`src/rtl/data_window_buffer.sv`:
```
// Multi-channel sliding-window sample buffer: keeps the last DEPTH samples per lane and,
// on request, freezes and streams the window oldest-first over a valid/ready port.
//
// state | meaning
// FILL  | accepting samples, fewer than DEPTH held
// RUN   | accepting samples, window full, each write overwrites the oldest
// DRAIN | window frozen, streaming out oldest-first, input stalled
module data_window_buffer #(
  parameter int WORDWIDTH = 8,
  parameter int DEPTH     = 16,
  parameter int CHANNELS  = 1
) (
  input  logic                            clk,
  input  logic                            rst,
  input  logic                            in_valid,
  output logic                            in_ready,
  input  logic [CHANNELS*WORDWIDTH-1:0]   in_data,
  input  logic                            drain_req,
  output logic                            out_valid,
  input  logic                            out_ready,
  output logic [CHANNELS*WORDWIDTH-1:0]   out_data,
  output logic                            out_last,
  output logic [$clog2(DEPTH+1)-1:0]      count,
  output logic                            full,
  output logic                            busy
);

  localparam int W  = CHANNELS * WORDWIDTH;
  localparam int CW = $clog2(DEPTH + 1);
  localparam int PW = $clog2(DEPTH);
  localparam logic [PW-1:0] PTR_MAX = PW'(DEPTH - 1);
  localparam logic [CW-1:0] CNT_MAX = CW'(DEPTH);
  localparam logic [CW:0]   DEPTH_X = (CW + 1)'(DEPTH);

  typedef enum logic [1:0] {FILL, RUN, DRAIN} state_t;

  state_t        state;
  logic [W-1:0]  mem [DEPTH];
  logic [PW-1:0] wr_ptr, rd_ptr, wr_ptr_new, start_ptr, rd_next;
  logic [CW-1:0] remaining, count_new;
  logic [CW:0]   start_sum;
  logic          wr_en, drain_go, hs;

  always_comb begin
    wr_en      = in_valid && in_ready;
    wr_ptr_new = wr_ptr;
    count_new  = count;
    if (wr_en) begin
      wr_ptr_new = (wr_ptr == PTR_MAX) ? '0 : wr_ptr + 1'b1;
      if (count != CNT_MAX) count_new = count + 1'b1;
    end
    // Oldest sample sits count_new slots behind the post-write pointer, modulo DEPTH.
    start_sum = (CW + 1)'(wr_ptr_new) + DEPTH_X - {1'b0, count_new};
    if (start_sum >= DEPTH_X) start_sum = start_sum - DEPTH_X;
    start_ptr = start_sum[PW-1:0];
    rd_next   = (rd_ptr == PTR_MAX) ? '0 : rd_ptr + 1'b1;
    drain_go  = (state != DRAIN) && drain_req && (count_new != '0);
    hs        = out_valid && out_ready;
  end

  always_ff @(posedge clk) begin
    if (wr_en) mem[wr_ptr] <= in_data;
  end

  always_ff @(posedge clk or negedge rst) begin
    if (!rst) begin
      state     <= FILL;
      wr_ptr    <= '0;
      rd_ptr    <= '0;
      count     <= '0;
      remaining <= '0;
      full      <= 1'b0;
      busy      <= 1'b0;
      in_ready  <= 1'b1;
      out_valid <= 1'b0;
      out_last  <= 1'b0;
      out_data  <= '0;
    end else begin
      case (state)
        FILL, RUN: begin
          if (wr_en) begin
            wr_ptr <= wr_ptr_new;
            count  <= count_new;
            full   <= (count_new == CNT_MAX);
            if (count_new == CNT_MAX) state <= RUN;
          end
          if (drain_go) begin
            state     <= DRAIN;
            rd_ptr    <= start_ptr;
            remaining <= count_new;
            // The same-cycle write is not yet in mem, so forward it when it is the oldest.
            out_data  <= (wr_en && start_ptr == wr_ptr) ? in_data : mem[start_ptr];
            out_valid <= 1'b1;
            out_last  <= (count_new == CW'(1));
            in_ready  <= 1'b0;
            busy      <= 1'b1;
          end
        end
        DRAIN: begin
          if (hs) begin
            if (remaining > CW'(1)) begin
              rd_ptr    <= rd_next;
              out_data  <= mem[rd_next];
              remaining <= remaining - 1'b1;
              out_last  <= (remaining == CW'(2));
            end else begin
              state     <= FILL;
              count     <= '0;
              wr_ptr    <= '0;
              full      <= 1'b0;
              out_valid <= 1'b0;
              out_last  <= 1'b0;
              busy      <= 1'b0;
              in_ready  <= 1'b1;
            end
          end
        end
        default: state <= FILL;
      endcase
    end
  end

endmodule

```
`config.mk`:
```
export PLATFORM = sky130hd
export DESIGN_NAME = data_window_buffer
export DESIGN_NICKNAME = d
export VERILOG_FILES = /design/src/rtl/data_window_buffer.sv
export SDC_FILE = /design/constraint.sdc
export NUM_CORES = 1
export LEC_CHECK = 0
export CORE_AREA = 4 4 120 122
export CTS_BUF_LIST = sky130_fd_sc_hd__clkbuf_8
export DETAILED_ROUTE_END_ITERATION = 6
export DIE_AREA = 0 0 124 126
export PLACE_DENSITY = 0.81
export SLEW_MARGIN = 25
export SYNTH_ARGS = -nofsm -noshare
export SYNTH_HDL_FRONTEND = slang
export SYNTH_SLANG_ARGS = --single-unit
```
`constraint.sdc`:
```
create_clock -name clk -period 3.95 [get_ports clk]
set_input_delay 0.79 -clock clk [delete_from_list [all_inputs] [get_ports clk]]
set_output_delay 0.79 -clock clk [all_outputs]
set_load 0.05 [all_outputs]
```
==> results list, run 1 <==
* Status: complete, no violations
- Most frequent cells in the layout: sky130_fd_sc_hd__edfxtp_1, sky130_fd_sc_hd__nand2_1, sky130_fd_sc_hd__mux4_2
- The initial antenna violation count was 0.
- After synthesis, the share of flip-flops with an asynchronous set or reset is approximately a fifth.
* Main synth FF type: sky130_fd_sc_hd__edfxtp_1
- Via count of the first global-routing pass: 5,829
* Met2 usage in global routing: a little over two fifths
* Post-CTS Repair Setup Buffers: 0
* # hold bufs at CTS: 0
- Via-per-instance ratio: slightly below 7
* Post-DP Area: around 9000 um^2
- The total area inside the core boundary comes to around 13,000 um^2.
- Routing layer with the top usage in global route: met2
- Worst endpoint data arrival time: between 4 and 5 ns
- Measured against its own limit, the worst slew margin works out to around a third.
- Areal power density over the cells: between 900 and 1000 nW/um^2
- Together, buffers and inverters on the worst path number 2.
- The clock reaches the later pin of the worst-skew pair after 0.47 ns.
- Adding up every negative setup slack in the final design gives 0 ns.
- Total via count in the routed design: 5,772
* Share of layout cells above drive strength 1: between 20 and 25%
- Cell leakage power: ~3.3 nW
- The library cell used most frequently in the layout, excluding fill and tap cells, is sky130_fd_sc_hd__edfxtp_1.
- Compared with the post-synthesis result, the final layout area differs by 13.7%.
- After synthesis, the netlist uses between 60 and 70 different library cells.
* Post-synthesis cell type with the largest combined area: sky130_fd_sc_hd__edfxtp_1
- STA classifies the critical path endpoint as a flip-flop.
- Number of clock sinks: 160
- The most critical setup path has its startpoint at in_valid.
- Chip width: around 120 um
- DRC violation total after the first TritonRoute iteration: approximately 680
- The setup path with the least slack is of type in -> reg.
- CP Depth: 14
- Summed instance area of the synthesized netlist: ~8300 um^2
- Unrepaired setup endpoints after global routing: false
* FF-to-FF Start: count[0]
* GR Util All Layers: between 20% and 30%
* Cell family contributing the most delay on the critical path: simple AND/OR/NAND/NOR gates
- Dividing the final minimum period by the clock period gives 94.3%.
- For this run, global-route usage on met1 was measured as a little over a third.
* Worst vdd ir: roughly 0.00058 V
* Worst clock skew on the final layout: just over 0.01 ns
- Synthesized instance count: between 500 and 600
- Worst min-delay path class: in -> async
* Post-route core utilization: 71.3%
- Routing usage on met3: under 10%
- Entering global routing, the biggest net connects 35 pins.
- The most critical setup path has its endpoint at out_data[2].
- The slowest stage of the critical path belongs to the cell sky130_fd_sc_hd__clkdlybuf4s50_1.
- Total Die Area: between 15,000 and 20,000 um^2
* Clock tree buffer depth: 2
* Maximum fanout encountered on the critical timing path: 5
- The detail route stage leaves a number of antenna-violating nets equal to 0.
- Final Setup Violations: 0
* Gpl congestion: about 0.92
- Mapped Nets: 626
- Worst Tran Pin Value: 1.02 ns
- Data required time at the worst endpoint: roughly 4.3 ns
- TritonCTS buffer count: 17
- In the final design database the tool counted between 600 and 700 nets.
* Die boundary height: between 100 and 150 um
- Global routing finished with a remaining overflow of 0.
- Detailed-placement wirelength estimate: about 14,000 um
- Ranked by total cell area, the synthesized netlist is headed by sky130_fd_sc_hd__edfxtp_1, sky130_fd_sc_hd__mux4_2, sky130_fd_sc_hd__dfrtp_1, sky130_fd_sc_hd__nand2_1, sky130_fd_sc_hd__mux2i_1.
- Clock-pin slew of the registers on the worst-case setup and hold paths: ~0.08 ns
- Clock period minus final worst setup slack: between 3 and 4 ns
* Minimum setup slack among reg-to-reg paths: 0.29 ns
* Share of the synthesized area in the top cell type: about 46%
* Warnings, synthesis: 0
* Post-route DRC: 0
- The number of antenna diodes in the final layout is 0.
* H-tree level count: 4
* Filler cell count: slightly below 900
- The routed design has 20,600 um of wire.
- Number of synthesized flops with an enable pin: about 130
* DRT Pass-1 Iters: 5
- Dividing the detail-routed wire length by the instance count gives 24.5 um.
- The first global-routing pass estimated roughly 32,000 um of wire.
- Clock root buffer: sky130_fd_sc_hd__clkbuf_8
- TritonCTS clock tree: done
* Kind of start point of the critical path: primary input
* Starting density of the core: a little over three fifths
- In this run the critical register-to-register path is captured at out_data[2].
- Cell-by-cell listing of the critical path: clkdlybuf4s50_1 -> and2_1 -> nand2_1 -> o21ai_0 -> ha_2 -> fa_1 -> xnor2_1 -> xnor2_1 -> and4_1 -> nand2_1 -> mux2i_1 -> buf_4 -> nor4_1 -> a211oi_1
- The max-slew violation count came to 0.
- The final number of hold-violating endpoints came to 0.
- Summing all non-filler instances in the final layout gives an area of between 9000 and 10,000 um^2.
- Total of flip-flops plus latches after synthesis: between 150 and 200
- After synthesis, flip-flops and latches occupy between 50% and 60% of the total area.
- Number of I/O port buffers: 30
- Each instance of the synthesized netlist takes up on average roughly 14 um^2.
* Maximum Capacitance Violations: 0
* I/O pin count: 31
- Biggest cell delay along the critical path: roughly 0.47 ns
- Peak Freq: 0.268 GHz
- Cell Rows: between 40 and 50
- Depth of the worst register-to-register path: 15
what timing repair did:
item | 4_1_cts | 5_1_grt
endpoints found under the hold margin | 0 | 0
endpoints found under the setup margin | 0 | 3
gates resized for setup | 0 | 3
layout make-up:
cell class,count,area [um^2],share of cell area (%)
sequential,160,4650,49.4
timing repair buffer,73,693,7.37
multi-input combinational,387,3440,36.5
clock inverter,14,114,1.21
inverter,16,60.1,0.639
tap,176,220,2.34
clock buffer,17,234,2.49
state kept, by name, summed over array words and instances (netlist names):
name,cells
busy,1
count,5
full,1
in_ready,1
mem,128
out_data,8
out_last,1
rd_ptr,4
remaining,5
state,2
wr_ptr,4
worst min path at each step:
stage,from,endpoint,slack (ns),depth (start not counted)
5_1_grt,rst,count[1],0.44,1
6_report,rst,count[1],0.41,1
2_1_floorplan,remaining[4],remaining[4],0.47,1
3_5_place_dp,in_ready,in_ready,0.49,2
3_3_place_gp,full,full,0.49,2
4_1_cts,rst,count[1],0.41,1
power breakdown:
| group | switching, mW | internal [mW] | leakage [nW] |
|---|---|---|---|
| Combinational | 3.10 | 2.72 | 1.61 |
| Sequential | 0.216 | 2.00 | 1.54 |
| Clock | 0.598 | 0.489 | 0.173 |
metal layers:
layer	up-vias	part of all wire, %
met5	-	0
met4	0	5.1
met3	89	9.7
met2	342	48
met1	2866	37
li1	2475	-
kinds of logic after synthesis:
| logic type | share of synthesized area [%] |
|---|---|
| flops | 56.2 |
| buf+inv | 2.66 |
| xor+xnor | 1.06 |
| compound gates | 9.59 |
| fa+ha+maj | 2.21 |
| simple gates | 8.95 |
| mux | 19.4 |
worst reg2reg max path, stage by stage (launching register included):
cell	delay [ns]
sky130_fd_sc_hd__dfrtp_1	0.52
sky130_fd_sc_hd__inv_1	0.09
sky130_fd_sc_hd__ha_1	0.22
sky130_fd_sc_hd__nor4bb_2	0.19
sky130_fd_sc_hd__o21ai_0	0.24
sky130_fd_sc_hd__nand2_1	0.12
sky130_fd_sc_hd__ha_2	0.21
sky130_fd_sc_hd__fa_1	0.46
sky130_fd_sc_hd__xnor2_1	0.29
sky130_fd_sc_hd__xnor2_1	0.15
sky130_fd_sc_hd__and4_1	0.23
sky130_fd_sc_hd__nand2_1	0.08
sky130_fd_sc_hd__mux2i_1	0.29
sky130_fd_sc_hd__buf_4	0.20
sky130_fd_sc_hd__nor4_1	0.05
sky130_fd_sc_hd__a211oi_1	0.23
per-stage QoR:
step / worst slack [ns] / hold slack (ns) / total power, mW / instances
6_report: 0.224 / 0.405 / 9.12 / 843
5_1_grt: 0.00842 / 0.441 / 9.63 / 843
4_1_cts: 0.292 / 0.408 / 9.11 / 843
3_5_place_dp: -0.195 / 0.488 / 8.03 / 812
3_3_place_gp: -0.0679 / 0.488 / 7.88 / 812
2_1_floorplan: 0.170 / 0.474 / 6.32 / 599
Yosys cell counts (3+ instances only):
library cell               instances
sky130_fd_sc_hd__xnor2_1           6
sky130_fd_sc_hd__mux2_2            5
sky130_fd_sc_hd__ha_1             13
sky130_fd_sc_hd__mux2i_1          18
sky130_fd_sc_hd__a211oi_1          4
sky130_fd_sc_hd__edfxtp_1        128
sky130_fd_sc_hd__o22a_1            3
sky130_fd_sc_hd__o211ai_1          6
sky130_fd_sc_hd__nand2b_1          5
sky130_fd_sc_hd__nor3_1           18
sky130_fd_sc_hd__o221ai_1          3
sky130_fd_sc_hd__dfrtp_1          31
sky130_fd_sc_hd__inv_1            16
sky130_fd_sc_hd__o31ai_1           3
sky130_fd_sc_hd__and3_1            6
sky130_fd_sc_hd__nand2_1          77
sky130_fd_sc_hd__a21oi_1          28
sky130_fd_sc_hd__buf_2             5
sky130_fd_sc_hd__nand3_1          13
sky130_fd_sc_hd__a22o_1            3
sky130_fd_sc_hd__xor2_1            4
sky130_fd_sc_hd__clkbuf_1         24
sky130_fd_sc_hd__a31oi_1           4
sky130_fd_sc_hd__o21ai_0          26
sky130_fd_sc_hd__mux4_2           60
sky130_fd_sc_hd__buf_1             4
sky130_fd_sc_hd__o32a_1            7
sky130_fd_sc_hd__nor4_1            6
sky130_fd_sc_hd__nor2_1           28
sky130_fd_sc_hd__o21a_1            4
(Power assumes the default switching activity.)
==> run 2: changes to the inputs <==
Settings changed: CORE_AREA 4 4 120 122 to 4 4 110 133, DIE_AREA 0 0 124 126 to 0 0 114 137.
Clock period 3.95 ns to 3.5 ns, I/O delays scaled along.
==> run 2 against run 1 <==
Die area hardly changed. Non-clock buffer count is 28 higher. Cell count is 2.5% higher. Flip-flop and latch count stayed put. Worst hold slack better by 0.12 ns. Final area is 3.0% higher. First-iteration DRC count is 10% higher. Critical path depth is 1 lower. Via count is 3.1% higher. Clock skew is 0.0019 ns higher. Highest routed layer unchanged.
==> results list, run 2 (same netlist as run 1, synthesis figures left out) <==
* Most flops, register: mem
* Number of flip-flops in the largest register: 128 (unchanged)
- The number of H-tree levels is 4 (unchanged).
* Sum of routed wire length over all layers: 21,800 um (+5.9%)
- The remaining antenna violation count came to 0 (unchanged).
- The number of setup violations in the final report was 0 (unchanged).
- Detailed-placement wirelength estimate: 15,300 um (+6.5%)
- Wire per inst: 25.3 um (+3.4%)
- The final number of hold-violating endpoints is 0 (unchanged).
- The max-capacitance violation count was 0 (unchanged).
* Clock-pin slew of the registers on the worst-case setup and hold paths: 0.09 ns (about the same)
* Design area: 9680 um^2 (+3.0%)
- The count of standard-cell rows came to 46 (+9.5%).
- The layout cell share with drive strength beyond 1 came to 27.3% (+5.3 points).
* Minimum setup slack among reg-to-reg paths: 0.1 ns (-0.19 ns)
- Total via count in the routed design: 5,950 (+3.1%)
- Starting density of the core: 62.5% (-0.23 points)
- The arrival time reported for the critical path endpoint is 3.76 ns (-0.33 ns).
- DRC violation total after the first TritonRoute iteration: 745 (+10%)
- Data required time at the worst endpoint: 3.86 ns (-0.45 ns)
- The maximum number of buffers from clock root to sink was 2 (unchanged).
- Commonest non-fill, non-tap cell in the layout: sky130_fd_sc_hd__edfxtp_1
- The tightest min-delay check is of the reg -> reg type.
* Maximum number of pins on one net before global-route repair: 25 (-29%)
* DRT Pass-1 Iters: 6 (+1)
* Slew Viols, Final: 0 (unchanged)
* Peak Freq: just under 0.3 GHz
- Via count of the first global-routing pass: 5,931 (+1.7%)
- TritonCTS built the clock tree.
- The instance count after placement with tap cells included was 824 (+1.5%).
- By startpoint and endpoint, the worst setup path is classified as reg -> reg.
- The insertion delay to the later sink of the worst-skew pair is 0.46 ns (about the same).
- The width of the die is 114 um (-8.1%).
- Number of clock sinks: 160 (unchanged)
- Category of the worst setup path capture point: flip-flop
* Maximum fanout encountered on the critical timing path: 7 (+2)
- The actual transition at the worst max-transition pin came to 0.925 ns (-0.0941 ns).
- Area growth from synthesis to final layout: 17.0%
- Core Area: 13,200 um^2 (+0.36%)
- The final weighted congestion of routability-driven global placement came to 0.909 (-0.73%).
* Largest registers: mem (128), out_data (8)
* GR Util All Layers: 29.4% (+1.5 points)
* Die boundary height: 137 um (+8.7%)
* Clock root buffer: sky130_fd_sc_hd__clkbuf_8
* Number of cells in the finished layout apart from fillers: 864 (+2.5%)
- I/O pin count: 31 (unchanged)
* Worst clock skew on the final layout: 0.0122 ns (+0.00192 ns)
- The run finished with clean final reports.
- The sum of overflow across all layers after global routing is 0 (unchanged).
* Most frequent cells in the layout: sky130_fd_sc_hd__edfxtp_1, sky130_fd_sc_hd__nand2_1, sky130_fd_sc_hd__buf_4
- The antenna diode instance count came to 0 (unchanged).
- The smallest clock period supported by the final layout is computed as ~3.4 ns.
- Period utilisation layout: just under 100%
* Total Die Area: 15,600 um^2 (about the same)
* Number of I/O port buffers: 30 (unchanged)
* Kind of start point of the critical path: flip-flop
- Post-DP Area: 9180 um^2 (+1.4%)
* TritonCTS buffer count: 17 (unchanged)
- Filler cell count: 861 (-2.5%)
- The relative slew slack came to 37.9% (+6.3 points).
- The initial antenna violation count is 0 (unchanged).
- The net count of the finished layout is 710 (+4.1%).
* Via-per-instance ratio: 6.89 (+0.58%)
* Post-route DRC: 0 (unchanged)
- The first-pass GRT wire length came to 33,500 um (+4.4%).
==> run 2: changes by cell type in the layout (fill, tap and decap cells not counted), moves of 3 or more <==
cell,previous run,this run
sky130_fd_sc_hd__buf_12,6,3
sky130_fd_sc_hd__inv_1,16,19
sky130_fd_sc_hd__ha_1,12,9
sky130_fd_sc_hd__buf_6,0,5
sky130_fd_sc_hd__inv_6,3,0
sky130_fd_sc_hd__clkinvlp_4,2,5
sky130_fd_sc_hd__buf_4,37,62
sky130_fd_sc_hd__clkinv_1,4,1
==> run 2: critical path, stage by stage (launching register included) <==
cell and delay (ns):
sky130_fd_sc_hd__dfstp_4 0.66, sky130_fd_sc_hd__and3_4 0.19, sky130_fd_sc_hd__o21ai_0 0.07, sky130_fd_sc_hd__mux2_2 0.30, sky130_fd_sc_hd__ha_4 0.28, sky130_fd_sc_hd__nand2_1 0.06, sky130_fd_sc_hd__o21a_1 0.19, sky130_fd_sc_hd__o32a_1 0.32
sky130_fd_sc_hd__a221oi_4 0.26, sky130_fd_sc_hd__buf_4 0.18, sky130_fd_sc_hd__mux2i_2 0.28, sky130_fd_sc_hd__buf_6 0.16, sky130_fd_sc_hd__nor4_1 0.05, sky130_fd_sc_hd__a211oi_1 0.28
==> run 2: layout make-up <==
class	instances	area (um^2)	area share [%]
flip-flops and latches	160	4650	48.0
clock buffers	17	234	2.42
inverters	16	60.1	0.620
clock inverters	15	125	1.29
well taps	168	210	2.17
multi-input cells	387	3510	36.3
repair buffers	101	890	9.19
==> run 2: what timing repair did <==
item / in CTS / in global routing
gates resized for setup: 5 / 18
setup endpoints to repair: 8 / 8
setup buffers: 3 / 4
pin swaps: 1 / 7
hold endpoints to repair: 0 / 0
cloned: 0 / 1
hold buffers: 0 / 0
==> run 2: final timing paths <==
check                      startpoint     endpoint  cells past startpoint
min in group asynchronous         rst    wr_ptr[2]                      1
max in group asynchronous         rst     count[0]                      2
min reg2reg                      full         full                      2
min                              full         full                      2
max reg2reg                  in_ready  out_data[7]                     13
max                          in_ready  out_data[7]                     13
==> run 2: through the flow <==
step	worst slack (ns)	setup TNS, ns	utilization, %	hold WS (ns)
after floorplan	0.00979	0	-	0.404
after global placement	-0.559	-4.39	69.3	0.486
after detailed placement	-0.676	-5.58	69.3	0.502
after CTS	0.0100	0	72.3	0.523
after global routing	-0.0146	-0.0146	73.1	0.536
final	0.0992	0	73.1	0.527
==> run 2: routing by layer <==
layer	vias to the layer above	wire, um	GRT usage [%]
met5	-	0	0
met1	2942	7290	33.8
met4	0	1230	15.4
met3	93	1800	6.81
met2	393	11500	51.2
li1	2522	-	-
Power of run 2 is not shown: default switching activity piles up to over one toggle a cycle in this logic, so the estimate is an artifact.
==> run 3: changes to the inputs <==
Settings changed: CORE_AREA 4 4 110 133 to 4 4 125 151, DIE_AREA 0 0 114 137 to 0 0 129 155, PLACE_DENSITY 0.81 to 0.67.
Clock period 3.5 ns to 3.1 ns, I/O delays scaled along.
==> run 3 against run 2 <==
The flow now finishes with violations (setup timing). Via count fell by 1.2%. Critical path depth rose by 1. Clock skew fell by 0.0047 ns. Critical endpoint is now out_data[1]. Largest cell class unchanged.
==> results list, run 3 (same netlist as run 1, synthesis figures left out) <==
* Status: finished with violations
- The final reports fail on setup timing.
- Slew HR: 43.9% (+5.9 points)
- Worst Tran Pin Value: 0.838 ns (-0.0866 ns)
- Most flops, register: mem
- The routed wirelength normalized by instance count is 24.0 um (-5.2%).
- The core outline area is 17,400 um^2 (+31%).
* Worst min-delay path class: in -> async
* ANT cells: 0 (unchanged)
- STA classifies the critical path startpoint as a flip-flop.
- Via-per-instance ratio: 6.31 (-8.3%)
- Starting density of the core: 47.6% (-15 points)
- Setup repair after global routing could not meet its margin everywhere.
* Commonest non-fill, non-tap cell in the layout: sky130_fd_sc_hd__edfxtp_1
- The floorplan die height was 155 um (+13%).
* Worst endpoint data arrival time: 3.78 ns (+0.02 ns)
* Maximum fanout encountered on the critical timing path: 5 (-2)
* Maximum Capacitance Violations: 0 (unchanged)
- DRT Pass-1 Iters: 5 (-1)
* Total Nets Final: 726 (+2.3%)
* Number of flip-flops in the largest register: 128 (unchanged)
* Peak Freq: 0.293 GHz (-0.32%)
- Depth of the worst register-to-register path: 14 (+1)
- Clock period minus final worst setup slack: 3.41 ns (+0.0108 ns)
- The final number of hold-violating endpoints is 0 (unchanged).
* H-tree level count: 4 (unchanged)
- Clock-pin slew of the registers on the worst-case setup and hold paths: 0.08 ns (about the same)
- Maximum number of pins on one net before global-route repair: 40 (+60%)
- Worst clock skew on the final layout: 0.00743 ns (-0.00473 ns)
- I/O pin count: 31 (unchanged)
- Share of layout cells above drive strength 1: 32.6% (+5.3 points)
- Post-route core utilization: 58.8% (-14 points)
* DRT antenna net count: 0 (unchanged)
- In the final layout, the registers with the most flip-flops are mem (128), out_data (8).
- The insertion delay to the later sink of the worst-skew pair was 0.45 ns (about the same).
- Chip width: 129 um (+13%)
- Total via count in the routed design: 5,877 (-1.2%)
- Cell family contributing the most delay on the critical path: compound AO/OA/AOI/OAI gates
- Area growth from synthesis to final layout: 23.4%
- The largest individual stage delay along the critical path comes from the cell sky130_fd_sc_hd__dfrtp_4.
* Number of I/O port buffers: 30 (unchanged)
* Sum of routed wire length over all layers: 22,300 um (+2.2%)
- The cell sitting at the root of the clock tree is a sky130_fd_sc_hd__clkbuf_8.
- Detailed-placement wirelength estimate: 15,400 um (+0.71%)
* Gpl congestion: 0.964 (+6.0%)
* Total overflow reported by the global router: 0 (unchanged)
- Category of the worst setup path capture point: flip-flop
* Worst Path Class, Setup: reg -> reg
* First-pass GRT wire length: 33,600 um (+0.29%)
- The global router's overall resource usage is 22.6% (-6.8 points).
- Most frequent cells in the layout: sky130_fd_sc_hd__edfxtp_1, sky130_fd_sc_hd__nand2_1, sky130_fd_sc_hd__buf_4
* Biggest cell delay along the critical path: 0.51 ns (-0.15 ns)
* Period utilisation layout: 110% (+13 points)
- Cell-by-cell listing of the critical path: ha_4 -> and3_4 -> buf_6 -> mux2_4 -> ha_4 -> nand2_4 -> o21a_1 -> o32a_1 -> a221oi_4 -> buf_6 -> buf_12 -> mux2i_4 -> nor4_4 -> nor3_1
- Via count of the first global-routing pass: 6,031 (+1.7%)
- The maximum number of buffers from clock root to sink was 2 (unchanged).
- The initial antenna violation count is 0 (unchanged).
- The buffers plus inverters on the worst setup path is 3 (+1).
- CP Depth: 14 (+1)
- The TritonCTS buffer count came to 17 (unchanged).
* Slew Viols, Final: 0 (unchanged)
- Post-route DRC: 0 (unchanged)
- Data required time at the worst endpoint: 3.47 ns (-0.39 ns)
- TritonCTS built the clock tree.
- Final Setup Violations: 8 (+8)
- The final setup slack of the worst path came to -0.312 ns (-0.411 ns).
- The number of violations reported at the end of detailed-routing iteration 0 is 560 (-25%).
- The filler cell count in the final layout came to 1,324 (+54%).
- The count of standard-cell rows came to 53 (+15%).
- Total Die Area: 20,000 um^2 (+28%)
* Number of clock sinks: 160 (unchanged)
[run 3: cell count changes in the layout (fill, tap and decap cells not counted), moves of 4 or more]
cell,change
sky130_fd_sc_hd__buf_4,+7
sky130_fd_sc_hd__clkinvlp_4,-4
sky130_fd_sc_hd__mux2i_1,-5
sky130_fd_sc_hd__mux2i_4,+4
sky130_fd_sc_hd__nand2_1,-6
[run 3: routing by layer]
metal / global-route usage (%) / routed length, um / vias up
li1: - / - / 2564
met1: 26.5 / 8200 / 2982
met2: 38.6 / 11600 / 259
met3: 4.33 / 1360 / 72
met4: 12.9 / 1210 / 0
met5: 0 / 0 / -
[run 3: layout make-up]
type | instances | area (um^2) | area share [%]
tap | 220 | 275 | 2.70
multi-input combinational | 387 | 3700 | 36.2
clock inverter | 14 | 153 | 1.50
inverter | 16 | 60.1 | 0.588
sequential | 160 | 4660 | 45.6
clock buffer | 17 | 234 | 2.29
timing repair buffer | 117 | 1130 | 11.1
[run 3: final timing paths]
check	from	end	slack [ns]
setup / recovery	count[0]	out_data[1]	-0.31
hold / removal	rst	count[3]	0.24
setup reg to reg	count[0]	out_data[1]	-0.31
hold reg to reg	full	full	0.53
max in group asynchronous	rst	count[0]	2.30
min in group clk	full	full	0.53
[run 3: what timing repair did]
| item | in CTS | in global routing |
|---|---|---|
| resized for setup | 25 | 17 |
| gates cloned | 2 | 2 |
| hold buffers | 0 | 0 |
| pin swaps | 9 | 6 |
| endpoints found under the setup margin | 9 | 9 |
| buffers inserted | 8 | 2 |
[run 3: per-stage QoR]
stage | hold WS [ns] | instances | area, um^2 | setup TNS, ns | setup WS, ns
floorplan | 0.324 | 599 | 8450 | -1.25 | -0.185
global placement | 0.493 | 886 | 9450 | -5.55 | -0.672
detailed placement | 0.517 | 886 | 9450 | -6.31 | -0.790
CTS | 0.240 | 927 | 10100 | -1.73 | -0.250
global route | 0.274 | 931 | 10200 | -2.74 | -0.383
finish | 0.238 | 931 | 10200 | -1.89 | -0.312
Power of run 3 is left out for the same reason.
